$ cat src/rtl/mod_q_pkg.sv
// Purpose : shared constants for the Kyber (q = 3329) nibble-weight reduction tables.
// Latency : n/a (constants and types only).
// Backpressure: n/a.
package mod_q_pkg;

    localparam int unsigned Q = 3329;

    // Powers of two reduced mod Q; they are the weights of the l, m and h nibbles.
    localparam logic [11:0] POW12_MOD_Q = 12'd767;
    localparam logic [11:0] POW16_MOD_Q = 12'd2285;
    localparam logic [11:0] POW20_MOD_Q = 12'd3270;

    typedef enum logic [1:0] {
        TBL_H = 2'd0,
        TBL_M = 2'd1,
        TBL_L = 2'd2
    } tbl_sel_e;

    // Packed so a table can be chosen with a plain conditional; entry n is ROM_x[n].
    typedef logic [15:0][11:0] rom_t;

    // (n * 2^20) mod Q
    localparam rom_t ROM_H = {
        12'd2444, 12'd2503, 12'd2562, 12'd2621, 12'd2680, 12'd2739, 12'd2798, 12'd2857,
        12'd2916, 12'd2975, 12'd3034, 12'd3093, 12'd3152, 12'd3211, 12'd3270, 12'd0
    };

    // (n * 2^16) mod Q
    localparam rom_t ROM_M = {
        12'd985,  12'd2029, 12'd3073, 12'd788,  12'd1832, 12'd2876, 12'd591,  12'd1635,
        12'd2679, 12'd394,  12'd1438, 12'd2482, 12'd197,  12'd1241, 12'd2285, 12'd0
    };

    // (n * 2^12) mod Q
    localparam rom_t ROM_L = {
        12'd1518, 12'd751,  12'd3313, 12'd2546, 12'd1779, 12'd1012, 12'd245,  12'd2807,
        12'd2040, 12'd1273, 12'd506,  12'd3068, 12'd2301, 12'd1534, 12'd767,  12'd0
    };

endpackage

$ cat src/rtl/nibble_rom.sv
// Purpose : 16x12 constant lookup of one nibble's weight mod Q; SEL picks the H/M/L table.
// Latency : combinational, zero cycles.
// Backpressure: none. Ports: a[3:0] nibble index in, spo[11:0] residue out.
module nibble_rom
    import mod_q_pkg::*;
#(
    parameter tbl_sel_e SEL = TBL_L
) (
    input  logic [3:0]  a,
    output logic [11:0] spo
);

    localparam rom_t TBL = (SEL == TBL_H) ? ROM_H :
                           (SEL == TBL_M) ? ROM_M : ROM_L;

    always_comb begin
        spo = '0;
        case (a)
            4'd0:    spo = TBL[0];
            4'd1:    spo = TBL[1];
            4'd2:    spo = TBL[2];
            4'd3:    spo = TBL[3];
            4'd4:    spo = TBL[4];
            4'd5:    spo = TBL[5];
            4'd6:    spo = TBL[6];
            4'd7:    spo = TBL[7];
            4'd8:    spo = TBL[8];
            4'd9:    spo = TBL[9];
            4'd10:   spo = TBL[10];
            4'd11:   spo = TBL[11];
            4'd12:   spo = TBL[12];
            4'd13:   spo = TBL[13];
            4'd14:   spo = TBL[14];
            4'd15:   spo = TBL[15];
            default: spo = '0;
        endcase
    end

endmodule

$ cat src/rtl/mod_q_nibble_rom.sv
// Purpose : maps the top three nibbles of a 24-bit product to residues mod Q and adds the low 12 bits.
// Latency : lut_*/sum_c combinational; sum_q one cycle after din.
// Backpressure: none; en=0 loads a zero slot into sum_q (it does not hold).
// Ports: clk, rst_n (async active-low), en, din[23:0] -> lut_h/m/l[11:0], sum_c[13:0], sum_q[13:0].
module mod_q_nibble_rom
    import mod_q_pkg::*;
(
    input  logic        clk,
    input  logic        rst_n,
    input  logic        en,
    input  logic [23:0] din,
    output logic [11:0] lut_h,
    output logic [11:0] lut_m,
    output logic [11:0] lut_l,
    output logic [13:0] sum_c,
    output logic [13:0] sum_q
);

    logic [12:0] sum_hm;
    logic [12:0] sum_llo;

    nibble_rom #(.SEL(TBL_H)) u_rom_h (.a(din[23:20]), .spo(lut_h));
    nibble_rom #(.SEL(TBL_M)) u_rom_m (.a(din[19:16]), .spo(lut_m));
    nibble_rom #(.SEL(TBL_L)) u_rom_l (.a(din[15:12]), .spo(lut_l));

    // Worst case 3270+3073+3313+4095 = 13751 fits in 14 bits, so no wrap is possible.
    always_comb begin
        sum_hm  = {1'b0, lut_h} + {1'b0, lut_m};
        sum_llo = {1'b0, lut_l} + {1'b0, din[11:0]};
        sum_c   = {1'b0, sum_hm} + {1'b0, sum_llo};
    end

    // en selects between the new sum and a zero bubble, so an unknown din
    // never propagates into the register while en is low.
    always_ff @(posedge clk or negedge rst_n) begin
        if (!rst_n) begin
            sum_q <= '0;
        end else if (en) begin
            sum_q <= sum_c;
        end else begin
            sum_q <= '0;
        end
    end

endmodule

$ cat config.mk
export PLATFORM = sky130hd
export DESIGN_NAME = mod_q_nibble_rom
export DESIGN_NICKNAME = d
export VERILOG_FILES = /design/src/rtl/mod_q_pkg.sv /design/src/rtl/nibble_rom.sv /design/src/rtl/mod_q_nibble_rom.sv
export SDC_FILE = /design/constraint.sdc
export NUM_CORES = 1
export LEC_CHECK = 0
export CAP_MARGIN = 20
export CORE_ASPECT_RATIO = 2
export CORE_MARGIN = 4
export CORE_UTILIZATION = 45
export CTS_CLUSTER_DIAMETER = 80
export DETAILED_ROUTE_END_ITERATION = 8
export PLACE_DENSITY_LB_ADDON = 0.05
export RECOVER_POWER = 100
export SYNTH_ARGS = -nofsm -noshare
export SYNTH_HDL_FRONTEND = slang
export SYNTH_SLANG_ARGS = --single-unit
$ cat constraint.sdc
create_clock -name clk -period 11.15 [get_ports clk]
set_clock_uncertainty 0.2 [all_clocks]
set_input_delay 2.23 -clock clk [delete_from_list [all_inputs] [get_ports clk]]
set_output_delay 2.23 -clock clk [all_outputs]
set_load 0.05 [all_outputs]
[Yosys cells after proc, flatten, opt, wreduce, memory -nomap -nowiden]
Memories as Yosys holds them, arrays and structs flattened.
Index checks and enable logic that the tools add are counted.
Word-level totals
  memories: 3
  register bits: 14
  word-level logic and storage cells: 8
  output and inout port bits: 64
  memory bits (read-only): 576
Cells by class
  add/subtract/negate cells: 3
  mux-type cells: 1
Memory list
  (name not given): depth 16, bits a word 12, read ports 1, clocked after Yosys merged registers in 0, write ports 0, line nibble_rom.sv:18  | case (a)
  (name not given): depth 16, bits a word 12, read ports 1, clocked after Yosys merged registers in 0, write ports 0, line nibble_rom.sv:18
  (name not given): depth 16, bits a word 12, read ports 1, clocked after Yosys merged registers in 0, write ports 0, line nibble_rom.sv:18
Operator list (number)
  adder 12 x 12 -> 13 bit: 2
  adder 13 x 13 -> 14 bit: 1
  2-to-1 mux 14 bit: 1

[Depth between registers and ports, before layout]
Gate-level depths: netlist of the first run.
An unclocked memory read counts as a cell.
  depth after elaboration: 4
  gate-level depth with buffers: 16
  gate-level depth less buffers: 16

[Modules after synthesis]
Synthesis of the first run repeated with hierarchy kept, for this count alone.
Second synthesis, totals
  cells, all modules: 353
  area, all modules: 2886.5 µm²
By module, submodules not included
  mod_q_nibble_rom: times used 1, cells each 210, area an instance 1825.5 µm²
  nibble_rom (u_rom_m): times used 1, cells each 59, area an instance 419.2 µm²
  nibble_rom (u_rom_l): times used 1, cells each 47, area an instance 356.6 µm²
  nibble_rom (u_rom_h): times used 1, cells each 37, area an instance 285.3 µm²

[Worst setup path before layout of the first run]
OpenSTA, ideal clock, no wires.
  kind: input-to-output
  start point: input port din[16]
  end point: output port sum_c[9]
  arrival: 6.714 ns
  required time: 8.720 ns
  setup slack: 2.006 ns
  buffers on the path: 0
  stages on the path: 14
  path through: inv_1 ha_1 or3_1 o211ai_1 o21ai_0 fa_1 inv_1 fa_1 inv_1 fa_1 a21o_1 a311oi_1 o21ai_1 xor2_1
Between the ends
  word-level cells in the longest chain between the ends: 3
RTL lines
  start, declared: line mod_q_nibble_rom.sv:11  | input logic [23:0] din,
  memory (16 x 12 bit)
  via lut_m[2]: line mod_q_nibble_rom.sv:13  | output logic [11:0] lut_m,
  adder 12 x 12 -> 13 bit: line mod_q_nibble_rom.sv:28  | sum_hm = {1'b0, lut_h} + {1'b0, lut_m};
  adder 13 x 13 -> 14 bit: line mod_q_nibble_rom.sv:30  | sum_c = {1'b0, sum_hm} + {1'b0, sum_llo};
  end, declared: line mod_q_nibble_rom.sv:15  | output logic [13:0] sum_c,
The timed path passes the listed nets, and every way through them passes these cells.

[Final worst setup path of the first run]
  start point: input port din[18]
  end point: output port sum_c[11]
Between the ends
  word-level cells in the longest chain between the ends: 3
RTL lines (line)
  memory (16 x 12 bit)
  adder 12 x 12 -> 13 bit: mod_q_nibble_rom.sv:28
  adder 13 x 13 -> 14 bit: mod_q_nibble_rom.sv:30
Every way passes these cells.

==> out/results.ini, run 1 <==
[sta]
slew_headroom_pct = 41.6
tightest_slew_ps = 873
max_freq_ghz = 0.0984
fin_crit_ps = 10160
period_share_pct = 91.1
finalSetupViolations = 0
drv_slew = 0
hold_violations = 0
rsz0062_at_grt = no
tns_ps = 0

[finish]
largest_reg_flops = 14
multi_input_area_um2 = 1960
fillers = 513
ff_latch_area_um2 = 350
syn_to_final_growth_pct = 38.6
final_area_um2 = 3610
drive_gt1_share_pct = 1.50
top_register = sum_q
diodes = 0
fin_nets = 489
reg_top3 = sum_q: 14 flops

[logic_synthesis]
synth-async-reset-ratio_pct = 100
syn_inst = 318
synth_nets = 407
synthAdderAreaFrac_pct = 36.7
synth_seq_area_share_pct = 13.5
synth_compound_area_share_pct = 17.2
synth_edf_count = 0
yosys.area_share.simple_pct = 14.9
yosysWarnings = 0
synth_top_family_by_area = adder cells
synth_area_um2 = 2600
synth_mux_area_share_pct = 2.79
yosys_register_bits = 14
synthDominantCellAreaShare_pct = 18.5
synthXorXnorAreaFrac_pct = 3.70
synth_area_leaders = fa_1 (18%), ha_1 (18%), dfrtp_1 (13%), inv_1 (8.9%), o21ai_0 (5.2%)
avgSynthCellArea_um2 = 8.19
yosysUniqueCellTypes = 43
yosys_most_used_dff = dfrtp_1
synth_top_cell_by_area = fa_1

[floorplanning]
core_area_um2 = 5660
pin_count = 91
die_w_um = 61.8
row_count = 39
die_y_um = 116
start_util_pct = 46.0
dieArea_um2 = 7140

[routing]
routed_wl_mm = 6.98
ant_nets = 0
routed_via_density = 5.27
wire_per_inst_um = 15.2
vias = 2425
dr.first_iter.drc_count = 72
dr.pass1.iters = 4
drc = 0

[grt]
grt_overflow = 0
grt_pass1_wl_mm = 11.4
grt_use_total_pct = 21.1
grt_pass1_vias = 2454
antenna_found_initial = 0
grt_max_degree = 26

[clocking]
cts_resized = 0
cts_htree_levels = 1
post_cts_buffers = 0
clock_sinks = 14
clk_pin_slew_worst_paths_ps = 40
cts_tree = built
cts_made_buffers = 3
cts_root_buffer = clkbuf_16
cts_buffer_depth = 2
holdBufCountCts = 0

[power_and_ir_drop]
p_per_area_nw_per_um2 = 252
p_leak_uw = 0.00182
ir_worst_vdd_mv = 0.318

[setup_path]
worstPathRequired_ps = 8720
path_class = in -> out
endpoint_kind = output port
crit_path_max_fanout = 16
critPathArrivalTime_ps = 7730
crit_path_start_kind = input pin

[status]
outcome = completed

[placed_design]
dpl-instance-area_um2 = 3520
portBuffers = 90
gp_congestion = 0.898
dp_hpwl_mm = 6.16

[flow_run]
cap_violations = 0

[worst_hold_path]
hold_path_class = in -> async

-- cells by family (layout without fill, tap and decap cells) --
logic type | Yosys count | count (layout)
buffers and inverters | 76 | 157
muxes | 6 | 6
AOI/OAI and AO/OA | 71 | 71
adders and majority gates | 62 | 62
and+or+nand+nor | 78 | 78
DFF | 14 | 14
xor gates and xnor gates | 11 | 11
-- area by class of cell --
type	instances	share of cell area, %
Timing Repair Buffer	90	25.0
Sequential cell	14	9.71
Inverter	63	6.55
Clock buffer	4	2.46
Multi-Input combinational cell	228	54.2
Tap cell	61	2.12
-- Yosys cell counts, types with 2 or more instances --
library cell	number
or3_1	2
nand2_1	31
dfrtp_1	14
mux2i_1	5
xor2_1	5
and2_1	12
nand3_1	5
o21a_1	5
a21oi_1	11
a21o_1	8
inv_1	62
buf_4	2
nor3_1	2
fa_1	24
o21ai_0	27
nor2_1	8
xnor2_1	6
o211ai_1	7
and3_1	3
nand2b_1	7
ha_1	38
clkbuf_1	11
nor2b_1	3
-- power breakdown --
part           total [µW]  switching (µW)  leakage [µW]  internal, µW
Sequential           73.7            3.27      0.000180          70.5
Clock                73.1            18.9     0.0000442          54.2
Combinational         763             517       0.00159           245
Total                 909             539       0.00182           370
-- how the worst max path moves through the flow --
stage             from         to  slack, ps  cells after the start
3_5_place_dp   din[18]  sum_c[11]       1260                     16
6_report       din[18]  sum_c[11]        990                     16
2_1_floorplan  din[16]   sum_c[9]       2010                     14
3_3_place_gp   din[18]  sum_c[11]       1360                     16
4_1_cts        din[18]  sum_c[11]       1270                     16
5_1_grt        din[18]  sum_c[11]        660                     16
-- per-layer routing --
| layer | wire, µm | vias to the layer above | part of all wire, % | global-route usage, % |
|---|---|---|---|---|
| met1 | 2350 | 1132 | 34 | 21.6 |
| met5 | 0 | - | 0 | 0 |
| met4 | 263 | 0 | 3.8 | 8.92 |
| li1 | - | 1181 | - | - |
| met2 | 4030 | 94 | 58 | 40.6 |
| met3 | 336 | 18 | 4.8 | 1.67 |
-- cell usage in the layout, fill, tap and decap left out, drive strengths merged, types with 11 or more instances in the layout --
| master | netlist | final |
|---|---|---|
| fa | 24 | 24 |
| dlygate4sd3 | 0 | 67 |
| nand2 | 31 | 31 |
| ha | 38 | 38 |
| dfrtp | 14 | 14 |
| and2 | 12 | 12 |
| a21oi | 11 | 11 |
| clkdlybuf4s50 | 0 | 23 |
| o21ai | 28 | 28 |
| inv | 63 | 63 |
-- worst max-delay path: stages --
cell and delay (ps):
dlygate4sd3_1 860, inv_1 260, or3_1 410, o211ai_1 80, o21ai_0 170, fa_1 560, inv_1 50, fa_1 490
inv_1 70, fa_1 450, a21o_1 220, a311oi_1 270, o21ai_0 240, a31oi_1 330, xnor2_1 150, dlygate4sd3_1 880
-- per-stage QoR --
| step | hold slack (ps) | util [%] | power (µW) | std cells | setup WS, ps |
|---|---|---|---|---|---|
| after global placement | 2440 | 62.3 | 873 | 456 | 1360 |
| after CTS | 2200 | 63.8 | 956 | 460 | 1270 |
| after floorplan | 1730 | - | 643 | 318 | 2010 |
| final | 2240 | 63.7 | 909 | 460 | 987 |
| after global routing | 2310 | 63.7 | 976 | 460 | 658 |
| after detailed placement | 2450 | 62.3 | 880 | 456 | 1260 |
Note: power is estimated with default switching activity, not from simulation.
==> run 2, diff against run 1 <==
--- a/config.mk
+++ b/config.mk
@@ -13,6 +13,7 @@
 export DETAILED_ROUTE_END_ITERATION = 8
 export PLACE_DENSITY_LB_ADDON = 0.05
 export RECOVER_POWER = 100
+export SLEW_MARGIN = 5
 export SYNTH_ARGS = -nofsm -noshare
 export SYNTH_HDL_FRONTEND = slang
 export SYNTH_SLANG_ARGS = --single-unit
==> results of run 2 <==
The final DEF is identical to that of run 1; final timing and power are the same.
==> run 3, diff against run 2 <==
--- a/config.mk
+++ b/config.mk
@@ -5,10 +5,10 @@
 export SDC_FILE = /design/constraint.sdc
 export NUM_CORES = 1
 export LEC_CHECK = 0
-export CAP_MARGIN = 20
+export CAP_MARGIN = 30
 export CORE_ASPECT_RATIO = 2
 export CORE_MARGIN = 4
-export CORE_UTILIZATION = 45
+export CORE_UTILIZATION = 50
 export CTS_CLUSTER_DIAMETER = 80
 export DETAILED_ROUTE_END_ITERATION = 8
 export PLACE_DENSITY_LB_ADDON = 0.05
==> out/results.ini, run 3 (same netlist as run 1, synthesis figures left out) <==
[floorplanning]
dieArea_um2 = 6500  ; -9.0%
pin_count = 91  ; unchanged
core_area_um2 = 4950  ; -12%
die_w_um = 59.0  ; -4.5%
die_y_um = 110  ; -4.8%
start_util_pct = 52.6  ; +6.6 points
row_count = 36  ; -7.7%

[sta]
fin_crit_ps = 10180  ; +19.9 ps
hold_violations = 0  ; unchanged
finalSetupViolations = 0  ; unchanged
holdWs_ps = 2240  ; -4.98 ps
slew_headroom_pct = 39.3  ; -2.3 points
rsz0062_at_grt = no
drv_slew = 0  ; unchanged
period_share_pct = 91.3  ; +0.18 points
tns_ps = 0  ; unchanged
tightest_slew_ps = 908  ; +34.7 ps
max_freq_ghz = 0.0982  ; -0.20%

[routing]
ant_nets = 0  ; unchanged
routed_via_density = 5.28  ; +0.13%
routed_wl_mm = 6.79  ; -2.8%
dr.first_iter.drc_count = 71  ; -1.4%
drc = 0  ; unchanged
wire_per_inst_um = 14.9  ; -1.9%
dr.pass1.iters = 4  ; unchanged
vias = 2407  ; -0.74%

[grt]
grt_max_degree = 26  ; unchanged
grt_pass1_vias = 2443  ; -0.45%
grt_overflow = 0  ; unchanged
antenna_found_initial = 0  ; unchanged
grt_use_total_pct = 22.0  ; +0.89 points
grt_pass1_wl_mm = 10.9  ; -4.4%

[clocking]
cts_resized = 0  ; unchanged
cts_buffer_depth = 2  ; unchanged
holdBufCountCts = 0  ; unchanged
cts_tree = built
post_cts_buffers = 0  ; unchanged
cts_root_buffer = clkbuf_8
cts_made_buffers = 3  ; unchanged
clk_pin_slew_worst_paths_ps = 60  ; +20 ps
clock_sinks = 14  ; unchanged
cts_htree_levels = 1  ; unchanged

[power_and_ir_drop]
ir_worst_vdd_mv = 0.285  ; -10%
p_leak_uw = 0.00180  ; -0.87%
power.total_uw = 885  ; -2.6%
p_per_area_nw_per_um2 = 248  ; -1.6%

[finish]
top_register = sum_q
drive_gt1_share_pct = 1.50  ; unchanged
diodes = 0  ; unchanged
final_area_um2 = 3570  ; -1.1%
reg_top3 = sum_q: 14 flops
final_common_cell = dlygate4sd3_1
largest_reg_flops = 14  ; unchanged
syn_to_final_growth_pct = 37.1
fillers = 432  ; -16%
fin_nets = 489  ; unchanged
most-common-layout-cells = dlygate4sd3_1 (67), inv_1 (63), ha_1 (38), nand2_1 (31), o21ai_0 (28)

[setup_path]
endpoint_kind = output port
crit_path_max_fanout = 16  ; unchanged
critPathArrivalTime_ps = 7750  ; +20 ps
crit_path_start_kind = input pin
worstPathRequired_ps = 8720  ; about the same
path_class = in -> out

[worst_hold_path]
hold_path_class = in -> async

[status]
outcome = completed

[placed_design]
dpl-instance-area_um2 = 3520  ; -0.14%
dp_hpwl_mm = 6.09  ; -1.0%
gp_congestion = 0.873  ; -2.7%
portBuffers = 90  ; unchanged

[flow_run]
cap_violations = 0  ; unchanged

==> run 3: power by group <==
part | total [µW] | switching, µW | internal, µW | leakage, µW
Combinational | 763 | 517 | 245 | 0.00159
Sequential | 74.2 | 3.79 | 70.4 | 0.000180
Clock | 48.5 | 17.3 | 31.3 | 0.0000288
==> run 3: worst max-delay path, stage by stage <==
cell           delay [ps]
dlygate4sd3_1         870
inv_1                 260
or3_1                 430
o211ai_1               90
o21ai_0               170
fa_1                  560
inv_1                  60
fa_1                  500
inv_1                  70
fa_1                  450
a21o_1                220
a311oi_1              240
o21ai_0               220
a31oi_1               350
xnor2_1               150
dlygate4sd3_1         880
==> run 3: layer usage <==
layer | wire (µm) | up-vias | share of wire [%] | track usage, %
met4 | 278 | 0 | 4.1 | 10.4
li1 | - | 1176 | - | -
met1 | 2180 | 1118 | 32 | 19.9
met2 | 3970 | 89 | 58 | 44.9
met5 | 0 | - | 0 | 0
met3 | 363 | 24 | 5.3 | 2.68
==> run 3: final timing paths <==
kind	from	endpoint	slack, ps	depth (start not counted)
max in group asynchronous	rst_n	sum_q[8]$_DFF_PN0_	8110	1
setup / recovery	din[18]	sum_c[11]	970	16
hold / removal	rst_n	sum_q[12]$_DFF_PN0_	2240	1
min in group clk	en	sum_q[11]$_DFF_PN0_	2670	3
==> run 3: final cells by class <==
cell class | instances | area (µm²) | area share (%)
clock buffers | 4 | 55.1 | 1.54
inverters | 63 | 236 | 6.62
multi-input cells | 228 | 1960 | 54.8
flip-flops and latches | 14 | 350 | 9.81
well taps | 57 | 71.3 | 2.00
repair buffers | 90 | 901 | 25.2
==> run 3: per-stage QoR <==
step           std cells  util (%)  worst slack, ps
2_1_floorplan        318         -             2010
3_3_place_gp         452      71.0             1390
3_5_place_dp         452      71.0             1230
4_1_cts              456      72.1             1230
5_1_grt              456      72.0              608
6_report             456      72.0              967
